[src/rtl/issue_pkg.sv]
`default_nettype none
// ---------------------------------------------------------------------------
// issue_pkg : shared widths, delay-line entry type and kill helper
// Rev 1.0
// ---------------------------------------------------------------------------
package issue_pkg;

   localparam int PREG_W  = 7;
   localparam int BR_W    = 12;
   localparam int MAX_LAT = 4;
   localparam int LAT_W   = $clog2(MAX_LAT);

   typedef struct packed {
      logic              valid;
      logic [PREG_W-1:0] pdst;
      logic [BR_W-1:0]   br_mask;
   } wakeup_t;

   function automatic logic kill_hit(input logic [BR_W-1:0] mask,
                                     input logic [BR_W-1:0] mispredict);
      return |(mask & mispredict);
   endfunction

endpackage
`default_nettype wire

[src/rtl/issue_rr_arbiter.sv]
`default_nettype none
// ---------------------------------------------------------------------------
// issue_rr_arbiter : one-hot grant from an eligible vector
// RR_ARB_EN defined: round-robin from i_ptr; undefined: lowest index wins.
// Rev 1.0
// ---------------------------------------------------------------------------
module issue_rr_arbiter #(
   parameter int N     = 8,
   parameter int PTR_W = 3
) (
   input  logic [N-1:0]     i_eligible,
   input  logic [PTR_W-1:0] i_ptr,
   output logic [N-1:0]     o_grant
);

`ifdef RR_ARB_EN
   always_comb begin
      int   w_idx;
      logic w_found;
      o_grant = '0;
      w_found = 1'b0;
      w_idx   = 0;
      for (int off = 0; off < N; off++) begin
         w_idx = (int'(i_ptr) + off) % N;
         if (!w_found && i_eligible[w_idx]) begin
            o_grant[w_idx] = 1'b1;
            w_found        = 1'b1;
         end
      end
   end
`else
   logic w_unused_ptr;
   assign w_unused_ptr = ^i_ptr;

   always_comb begin
      logic w_found;
      o_grant = '0;
      w_found = 1'b0;
      for (int i = 0; i < N; i++) begin
         if (!w_found && i_eligible[i]) begin
            o_grant[i] = 1'b1;
            w_found    = 1'b1;
         end
      end
   end
`endif

endmodule
`default_nettype wire

[src/rtl/issue_select_wakeup.sv]
`default_nettype none
// ---------------------------------------------------------------------------
// issue_select_wakeup : select one slot per cycle, schedule its wakeup L cycles
// later, retime the external wakeup. RR_ARB_EN selects round-robin arbitration.
// Rev 1.0
// ---------------------------------------------------------------------------
module issue_select_wakeup
   import issue_pkg::*;
#(
   parameter int NUM_SLOTS = 8
) (
   input  logic                          clk,
   input  logic                          reset,
   input  logic [NUM_SLOTS-1:0]          io_request,
   input  logic [NUM_SLOTS*PREG_W-1:0]   io_slot_pdst,
   input  logic [NUM_SLOTS-1:0]          io_slot_ldst_val,
   input  logic [NUM_SLOTS*LAT_W-1:0]    io_slot_lat,
   input  logic [NUM_SLOTS*BR_W-1:0]     io_slot_br_mask,
   input  logic                          io_stall,
   output logic [NUM_SLOTS-1:0]          io_grant,
   output logic                          io_iss_valid,
   output logic [PREG_W-1:0]             io_iss_pdst,
   input  logic [BR_W-1:0]               io_br_mispredict_mask,
   input  logic [BR_W-1:0]               io_br_resolve_mask,
   input  logic                          io_flush,
   input  logic                          io_ext_wakeup_valid,
   input  logic [PREG_W-1:0]             io_ext_wakeup_pdst,
   output logic                          io_wakeup_ports_0_valid,
   output logic [PREG_W-1:0]             io_wakeup_ports_0_bits_pdst,
   output logic                          io_wakeup_ports_1_valid,
   output logic [PREG_W-1:0]             io_wakeup_ports_1_bits_pdst
);

   localparam int PTR_W = (NUM_SLOTS > 1) ? $clog2(NUM_SLOTS) : 1;

   wakeup_t              r_sr     [MAX_LAT];
   wakeup_t              w_sr_nxt [MAX_LAT];
   wakeup_t              w_ins;
   logic [NUM_SLOTS-1:0] w_eligible;
   logic [NUM_SLOTS-1:0] w_coll;
   logic [PTR_W-1:0]     w_ptr;
   logic                 w_g_ldst;
   logic [LAT_W-1:0]     w_g_lat;
   logic [PREG_W-1:0]    w_g_pdst;
   logic [BR_W-1:0]      w_g_br;
   logic                 r_p1_valid;
   logic [PREG_W-1:0]    r_p1_pdst;

   // Entries cleared to all-zero when killed so invalid stages never leak a stale tag.
   function automatic wakeup_t age(input wakeup_t e, input logic [BR_W-1:0] kill,
                                   input logic [BR_W-1:0] res);
      wakeup_t r;
      r = '0;
      if (e.valid && !kill_hit(e.br_mask, kill)) begin
         r.valid   = 1'b1;
         r.pdst    = e.pdst;
         r.br_mask = e.br_mask & ~res;
      end
      return r;
   endfunction

   // A valid sr[L] would shift into sr[L-1] exactly when this slot would write it.
   always_comb begin
      w_coll     = '0;
      w_eligible = '0;
      for (int i = 0; i < NUM_SLOTS; i++) begin
         for (int k = 1; k < MAX_LAT; k++) begin
            if (io_slot_ldst_val[i] && r_sr[k].valid &&
                io_slot_lat[i*LAT_W +: LAT_W] == LAT_W'(k-1))
               w_coll[i] = 1'b1;
         end
         w_eligible[i] = io_request[i] & ~io_stall & ~io_flush & ~w_coll[i];
      end
   end

   issue_rr_arbiter #(
      .N     (NUM_SLOTS),
      .PTR_W (PTR_W)
   ) u_arb (
      .i_eligible (w_eligible),
      .i_ptr      (w_ptr),
      .o_grant    (io_grant)
   );

   always_comb begin
      w_g_ldst = 1'b0;
      w_g_lat  = '0;
      w_g_pdst = '0;
      w_g_br   = '0;
      for (int i = 0; i < NUM_SLOTS; i++) begin
         if (io_grant[i]) begin
            w_g_ldst = io_slot_ldst_val[i];
            w_g_lat  = io_slot_lat[i*LAT_W +: LAT_W];
            w_g_pdst = io_slot_pdst[i*PREG_W +: PREG_W];
            w_g_br   = io_slot_br_mask[i*BR_W +: BR_W];
         end
      end
   end

   assign io_iss_valid = |io_grant;
   assign io_iss_pdst  = w_g_pdst;

   always_comb begin
      w_ins.valid   = 1'b1;
      w_ins.pdst    = w_g_pdst;
      w_ins.br_mask = w_g_br;
      for (int k = 0; k < MAX_LAT-1; k++)
         w_sr_nxt[k] = age(r_sr[k+1], io_br_mispredict_mask, io_br_resolve_mask);
      w_sr_nxt[MAX_LAT-1] = '0;
      if (io_iss_valid && w_g_ldst)
         w_sr_nxt[w_g_lat] = age(w_ins, io_br_mispredict_mask, io_br_resolve_mask);
      if (io_flush)
         for (int k = 0; k < MAX_LAT; k++)
            w_sr_nxt[k] = '0;
   end

   always_ff @(posedge clk or posedge reset) begin
      if (reset) begin
         for (int k = 0; k < MAX_LAT; k++)
            r_sr[k] <= '0;
      end else begin
         r_sr <= w_sr_nxt;
      end
   end

`ifdef RR_ARB_EN
   logic [PTR_W-1:0] r_rr_ptr;
   logic [PTR_W-1:0] w_gidx;

   always_comb begin
      w_gidx = '0;
      for (int i = 0; i < NUM_SLOTS; i++)
         if (io_grant[i]) w_gidx = PTR_W'(i);
   end

   always_ff @(posedge clk or posedge reset) begin
      if (reset)
         r_rr_ptr <= '0;
      else if (io_iss_valid)
         r_rr_ptr <= (w_gidx == PTR_W'(NUM_SLOTS-1)) ? '0 : w_gidx + 1'b1;
   end

   assign w_ptr = r_rr_ptr;
`else
   assign w_ptr = '0;
`endif

   always_ff @(posedge clk or posedge reset) begin
      if (reset) begin
         r_p1_valid <= 1'b0;
         r_p1_pdst  <= '0;
      end else begin
         r_p1_valid <= io_ext_wakeup_valid & ~io_flush;
         r_p1_pdst  <= io_ext_wakeup_pdst;
      end
   end

   assign io_wakeup_ports_0_valid     = r_sr[0].valid;
   assign io_wakeup_ports_0_bits_pdst = r_sr[0].pdst;
   assign io_wakeup_ports_1_valid     = r_p1_valid;
   assign io_wakeup_ports_1_bits_pdst = r_p1_pdst;

endmodule
`default_nettype wire

[config.mk]
export PLATFORM = sky130hd
export DESIGN_NAME = issue_select_wakeup
export DESIGN_NICKNAME = d
export VERILOG_FILES = /design/src/rtl/issue_pkg.sv /design/src/rtl/issue_rr_arbiter.sv /design/src/rtl/issue_select_wakeup.sv
export SDC_FILE = /design/constraint.sdc
export NUM_CORES = 1
export LEC_CHECK = 0
export CAP_MARGIN = 5
export CELL_PAD_IN_SITES_DETAIL_PLACEMENT = 1
export CELL_PAD_IN_SITES_GLOBAL_PLACEMENT = 1
export CORE_MARGIN = 3
export CORE_UTILIZATION = 31
export CTS_BUF_LIST = sky130_fd_sc_hd__clkbuf_16
export CTS_CLUSTER_DIAMETER = 40
export CTS_CLUSTER_SIZE = 25
export DETAILED_ROUTE_END_ITERATION = 8
export PLACE_DENSITY = 0.81
export SYNTH_ARGS = -nofsm -noshare
export SYNTH_HDL_FRONTEND = slang
export SYNTH_SLANG_ARGS = --single-unit
[constraint.sdc]
create_clock -name clk -period 4 [get_ports clk]
set_input_delay 0.8 -clock clk [delete_from_list [all_inputs] [get_ports clk]]
set_output_delay 0.8 -clock clk [all_outputs]
set_load 0.01 [all_outputs]
# Word-level counts from Yosys, hierarchy flattened
# Index checks and enable logic that the tools add are counted.
[word_totals] reg_bits=76 latchBits=0 ram_bits=0 mem_bits_ro=0 in_bits=220 elab_cells=239 mem_count=0
[op_classes] add_sub_neg=0 n_mul=0 div=0 magnitude_cmp=2 n_eq_ne=16 shift=0 muxes=80 bitwise=45 reduce_logical=83
[ops] operator="80-bit two-way mux" count=2
[ops] operator="20-bit two-way mux" count=6
[ops] operator="12-bit AND" count=8
[ops] operator="12-bit two-way mux" count=8
[ops] operator="80-bit bitwise mux" count=1
[ops] operator="1-bit logical AND" count=60
[ops] operator="7-bit two-way mux" count=8
[ops] operator="12-bit OR reduction" count=4
[ops] operator="1-bit two-way mux" count=46
[ops] operator="20-bit demux with 2-bit select" count=1
[ops] operator="1-bit AND" count=25
[ops] operator="2-bit by 1-bit == test with 1-bit output, second input constant" count=8
[ops] operator="2-bit == test, second input constant" count=8
[ops] operator="2-bit logical NOT" count=8
[ops] operator="2-bit two-way mux" count=8
[ops] operator="12-bit inverter" count=1
[ops] operator="1-bit logical NOT" count=10
[ops] operator="1-bit inverter" count=10
[ops] operator="8-bit OR reduction" count=1
[ops] operator="3-bit >= comparator, second input constant" count=1
[ops] operator="3-bit by 1-bit < comparator with 1-bit output, second input constant" count=1
[ops] operator="2-bit inverter with 3-bit output" count=1

# Logic depth before layout (Yosys ltp)
[depth] depth_word=38 mapped_depth=17

# Modules after synthesis
# Synthesis repeated with hierarchy kept, for this count alone.
[hier_totals] cells_unflattened=630 area_unflattened_um2=5312.6
[by_module_without_submodules] module="issue_select_wakeup" instances=1 cells_each=619 area_each_um2=5228.8 seq_area_each_um2=1901.8
[by_module_without_submodules] module="issue_rr_arbiter" instances=1 cells_each=11 area_each_um2=83.8 seq_area_each_um2=0.0

# Worst setup path before layout
# Ideal clock, no wire load.
[synth_timing] path_type="input to register" from="in io_slot_lat[3]" to="reg r_sr[49] (netlist bit)" t_arrival_ps=3817 slack_ps=80 cell_stages=13 n_path_buf=3 path_cell_list="mux2_4 a211o_1 buf_6 and3_4 and2_1 o41a_1 a2bb2o_4 a2111oi_4 nand4_4 or2_1 buf_6 buf_6 o41ai_2"
[synth_lines] element="start: declaration" line_no="issue_select_wakeup.sv:17" rtl="input logic [NUM_SLOTS*LAT_W-1:0] io_slot_lat,"
[synth_lines] element="end signal: assignment" line_no="issue_select_wakeup.sv:122" rtl="r_sr <= w_sr_nxt;"
[synth_lines] element="end: declaration" line_no="issue_select_wakeup.sv:36" rtl="wakeup_t r_sr [MAX_LAT];"

==> metrics.csv <==
stage,metric,value,unit
sta,setup_slack,19.14,ps
floorplanning,io_pins,252,
drt,num_vias,7377,
layout,area_delta_synth_final,86.12,%
clock_network,cts.path.max_buffers,2,
floorplanning,rows,48,
logic_synthesis,ys_seq_area_share,34.24,%
placed_design,place_ws,-935.8,ps
placed_design,dp_hpwl,24.22,mm
worst_setup_path,setup.worst_path.end_class,flop,
logic_synthesis,synthDistinctLibCells,83,
sta,rsz0062_at_grt,true,
sta,fin_hold_ws,469.1,ps
power_and_ir_drop,total_power,2.324,mW
worst_setup_path,slowest_stage,clkdlybuf4s50_1,
worst_setup_path,critPathMaxFanout,10,
worst_setup_path,worstReg2RegStart,r_sr[39],
drt,wl,31.38,mm
worst_setup_path,path_class,input port to flop,
global_routing,antenna_found_initial,0,
layout,fin_util,59.35,%
worst_setup_path,reg2reg_setup_slack,90,ps
worst_setup_path,critical_path.cell_chain,clkdlybuf4s50_1 -> o311ai_4 -> buf_4 -> nor2_1 -> nand3_2 -> buf_4 -> buf_4 -> nor2_1 -> o211ai_1 -> a32oi_1 -> buf_4 -> nand4_4 -> or2_4 -> buf_8 -> buf_12 -> o31ai_1,
power_and_ir_drop,leakage,4.478,nW
worst_setup_path,rr_endpoint,r_sr[43],
sta,fin_tns_setup,0,ps
worst_setup_path,cp-start-kind,input port,
logic_synthesis,ys.flop_type,dfrtp_1,
logic_synthesis,netlist_area,5554,um^2
logic_synthesis,synth_edf_count,0,
layout,diodes,0,
power_and_ir_drop,peakVddDrop,218.9,uV
min_path,worstHoldEndpoint,r_sr[34],
drt,ant_nets,0,
logic_synthesis,syn_area_per_cell,9.288,um^2
worst_setup_path,path_buf_inv,7,
sta,relSlewSlack,36.56,%
worst_setup_path,crit_top_cell,buf_4,
min_path,hold_depth,1,
global_routing,grt_first_pass_wirelength,46.33,mm
sta,fmax,0.2512,GHz
logic_synthesis,yosysWarnings,0,
worst_setup_path,arrival,4220,ps
floorplanning,dieArea,19560,um^2
global_routing,grt_pass1_vias,7824,
sta,period_share,99.52,%
worst_setup_path,cp.required,4240,ps
min_path,min_from,r_sr[14],
sta,min_period,3981,ps
clock_network,holdBufCountCts,0,
drt,drc,0,
drt,drt-pass1-iter-count,6,
sta,hold_viol_final,0,
clock_network,cts_sinks,76,
global_routing,grt_overflow,0,
clock_network,clk_latency,340,ps
layout,fillers,1946,
power_and_ir_drop,powerDensity,224.8,nW/um^2
clock_network,cts_tree,built,
clock_network,clk_pin_slew,60,ps
worst_setup_path,reg2regPathDepth,16,
global_routing,grt_max_degree,77,
floorplanning,start_util,31.89,%
clock_network,cts_made_buffers,9,
drt,vias_per_cell,5.959,
worst_setup_path,critPathMaxStageDelay,600,ps
floorplanning,coreArea,17420,um^2
run,drv_cap,0,
drt,drt_iter0_drc,686,
layout,final_net_count,1229,
layout,drive_gt1_share,31.39,%
logic_synthesis,synthArstFlopShare,100.0,%
worst_setup_path,critical-path-top-delay-family,buffers and inverters,
drt,avgRoutedWirePerCell,25.34,um
logic_synthesis,ys_ff_latch,76,
sta,drv_slew,0,
run_status,status,"complete, no violations",
floorplanning,die_x,139.9,um
clock_network,cts-htree-levels,3,
logic_synthesis,syn-instance-count,598,
sta,worstMarginPinSlew,951.5,ps
logic_synthesis,synth_nets,818,
global_routing,grt_util_all_layers,30.43,%
sta,clock-skew-final,3.372,ps
floorplanning,dieHeight,139.9,um
placed_design,portBuffers,251,
sta,setup_violations,0,
min_path,min_path_type,flop to flop,
placed_design,gp_congestion,0.9734,
clock_network,clock-root-buffer,clkbuf_16,
[power breakdown]
part | internal [mW] | total, mW | switching [mW]
Clock | 0.473 | 0.778 | 0.305
Combinational | 0.409 | 0.766 | 0.356
Sequential | 0.776 | 0.780 | 0.00378
Total | 1.66 | 2.32 | 0.665
[per-layer routing]
layer | GRT usage, % | vias to the layer above | wire length (um)
met2 | 52.11 | 386 | 15440
met3 | 4.674 | 79 | 2045
met5 | 0 | - | 0
li1 | - | 3219 | -
met1 | 39.60 | 3693 | 12940
met4 | 9.281 | 0 | 950
[timing repair]
item | 4_1_cts | 5_1_grt
gates resized for setup | 114 | 62
buffers inserted | 25 | 12
cloned | 1 | 0
setup endpoints to repair | 82 | 73
pin swaps | 35 | 22
[synthesized netlist by cell type (3+ instances only)]
| master | count | area [um^2] |
|---|---|---|
| o221ai_1 | 5 | 43.79 |
| o31ai_1 | 14 | 105.1 |
| a211oi_1 | 4 | 30.03 |
| nand3_1 | 25 | 125.1 |
| nand2b_1 | 6 | 37.54 |
| and3_1 | 16 | 100.1 |
| or3_1 | 6 | 37.54 |
| o211a_1 | 4 | 40.04 |
| nor4_2 | 8 | 100.1 |
| a221oi_1 | 10 | 87.58 |
| mux2i_1 | 10 | 100.1 |
| o22ai_1 | 4 | 25.02 |
| and2_1 | 8 | 50.05 |
| nor2_1 | 33 | 123.9 |
| buf_4 | 10 | 75.07 |
| o211ai_1 | 4 | 30.03 |
| and4_1 | 4 | 35.03 |
| a32o_1 | 20 | 200.2 |
| a221o_1 | 9 | 90.09 |
| o311a_1 | 3 | 30.03 |
| a22oi_1 | 12 | 90.09 |
| o21ai_0 | 38 | 190.2 |
| a21oi_1 | 18 | 90.09 |
| o41ai_1 | 5 | 43.79 |
| nor2b_1 | 3 | 18.77 |
| buf_2 | 8 | 40.04 |
| buf_6 | 6 | 67.56 |
| dfrtp_1 | 76 | 1902 |
| nor4b_1 | 3 | 26.28 |
| nand4_1 | 15 | 93.84 |
| nand2_1 | 45 | 168.9 |
| a211o_1 | 4 | 35.03 |
| a222oi_1 | 10 | 100.1 |
| inv_1 | 17 | 63.81 |
| nor4_1 | 3 | 18.77 |
| nand4b_1 | 7 | 61.31 |
| nor3_1 | 11 | 55.05 |
| o2bb2ai_1 | 3 | 26.28 |
| or4_1 | 4 | 30.03 |
| a22o_1 | 8 | 70.07 |
| nand3b_1 | 20 | 150.1 |
| clkbuf_1 | 22 | 82.58 |
[flip-flops by register name (all words and copies together), names as in the netlist]
register	flops
io_wakeup_ports_1_valid	1
io_wakeup_ports_0_bits_pdst	7
r_sr	60
io_wakeup_ports_0_valid	1
io_wakeup_ports_1_bits_pdst	7
[cell usage in the layout (no fill, tap or decap), drive strengths merged, types with 6 or more instances in the layout]
master         instances
a21oi                 18
a221o                  9
a221oi                10
a222oi                10
a22o                   8
a22oi                 12
a32o                  20
and2                   8
and3                  17
buf                  199
clkbuf                17
clkdlybuf4s50        213
dfrtp                 76
dlygate4sd2           10
dlymetal6s2s          14
inv                   19
mux2i                 10
nand2                 47
nand2b                 6
nand3                 25
nand3b                20
nand4                 17
nand4b                 7
nor2                  34
nor3                  13
nor4                  12
o21ai                 39
o31ai                 14
o41ai                  7
or3                    6
[logic make-up (layout without fill, tap and decap cells)]
group,Yosys count,after routing,share of synthesized area (%)
AO/OA/AOI/OAI,212,212,32.24
buffers and inverters,66,481,6.127
flip-flops,76,76,34.24
multiplexers,11,11,2.073
AND/OR/NAND/NOR,233,233,25.32
[final cells by class]
cell class,instances,area [um^2],share of cell area (%)
repair buffers,446,4051,39.19
multi-input cells,456,3729,36.07
flip-flops and latches,76,1904,18.42
well taps,225,281.5,2.723
clock buffers,9,225.2,2.179
inverters,19,83.83,0.8109
clock inverters,6,57.56,0.5568
repair inverters,1,5.005,0.04841
[worst register-to-register path: stages, from the launching register on]
cell and delay (ps):
dfrtp_1 510, and4b_2 340, a211oi_4 60, buf_4 140, buf_6 110, buf_4 130
buf_4 160, and4_1 190, a221o_1 290, nor3_2 270, a211oi_2 100, a2111oi_4 470
nand4_4 150, or2_4 300, buf_8 150, buf_12 150, o31ai_1 270
[worst max-delay path by stage]
stage	slack [ps]	cells past startpoint	end	start
3_3_place_gp	-880	10	io_iss_pdst[4]	io_slot_lat[3]
3_5_place_dp	-940	10	io_iss_pdst[4]	io_slot_lat[3]
4_1_cts	-10	17	r_sr[0]	io_slot_ldst_val[3]
5_1_grt	-90	16	r_sr[41]	io_slot_lat[5]
2_1_floorplan	80	13	r_sr[49]	io_slot_lat[3]
6_report	20	16	r_sr[43]	io_request[4]
[per-stage QoR]
step	area [um^2]	cells
6_report	10340	1238
5_1_grt	10340	1238
3_3_place_gp	9309	1185
2_1_floorplan	5554	598
3_5_place_dp	9309	1185
4_1_cts	10110	1226
No activity file was read; power rests on OpenSTA's default activity.
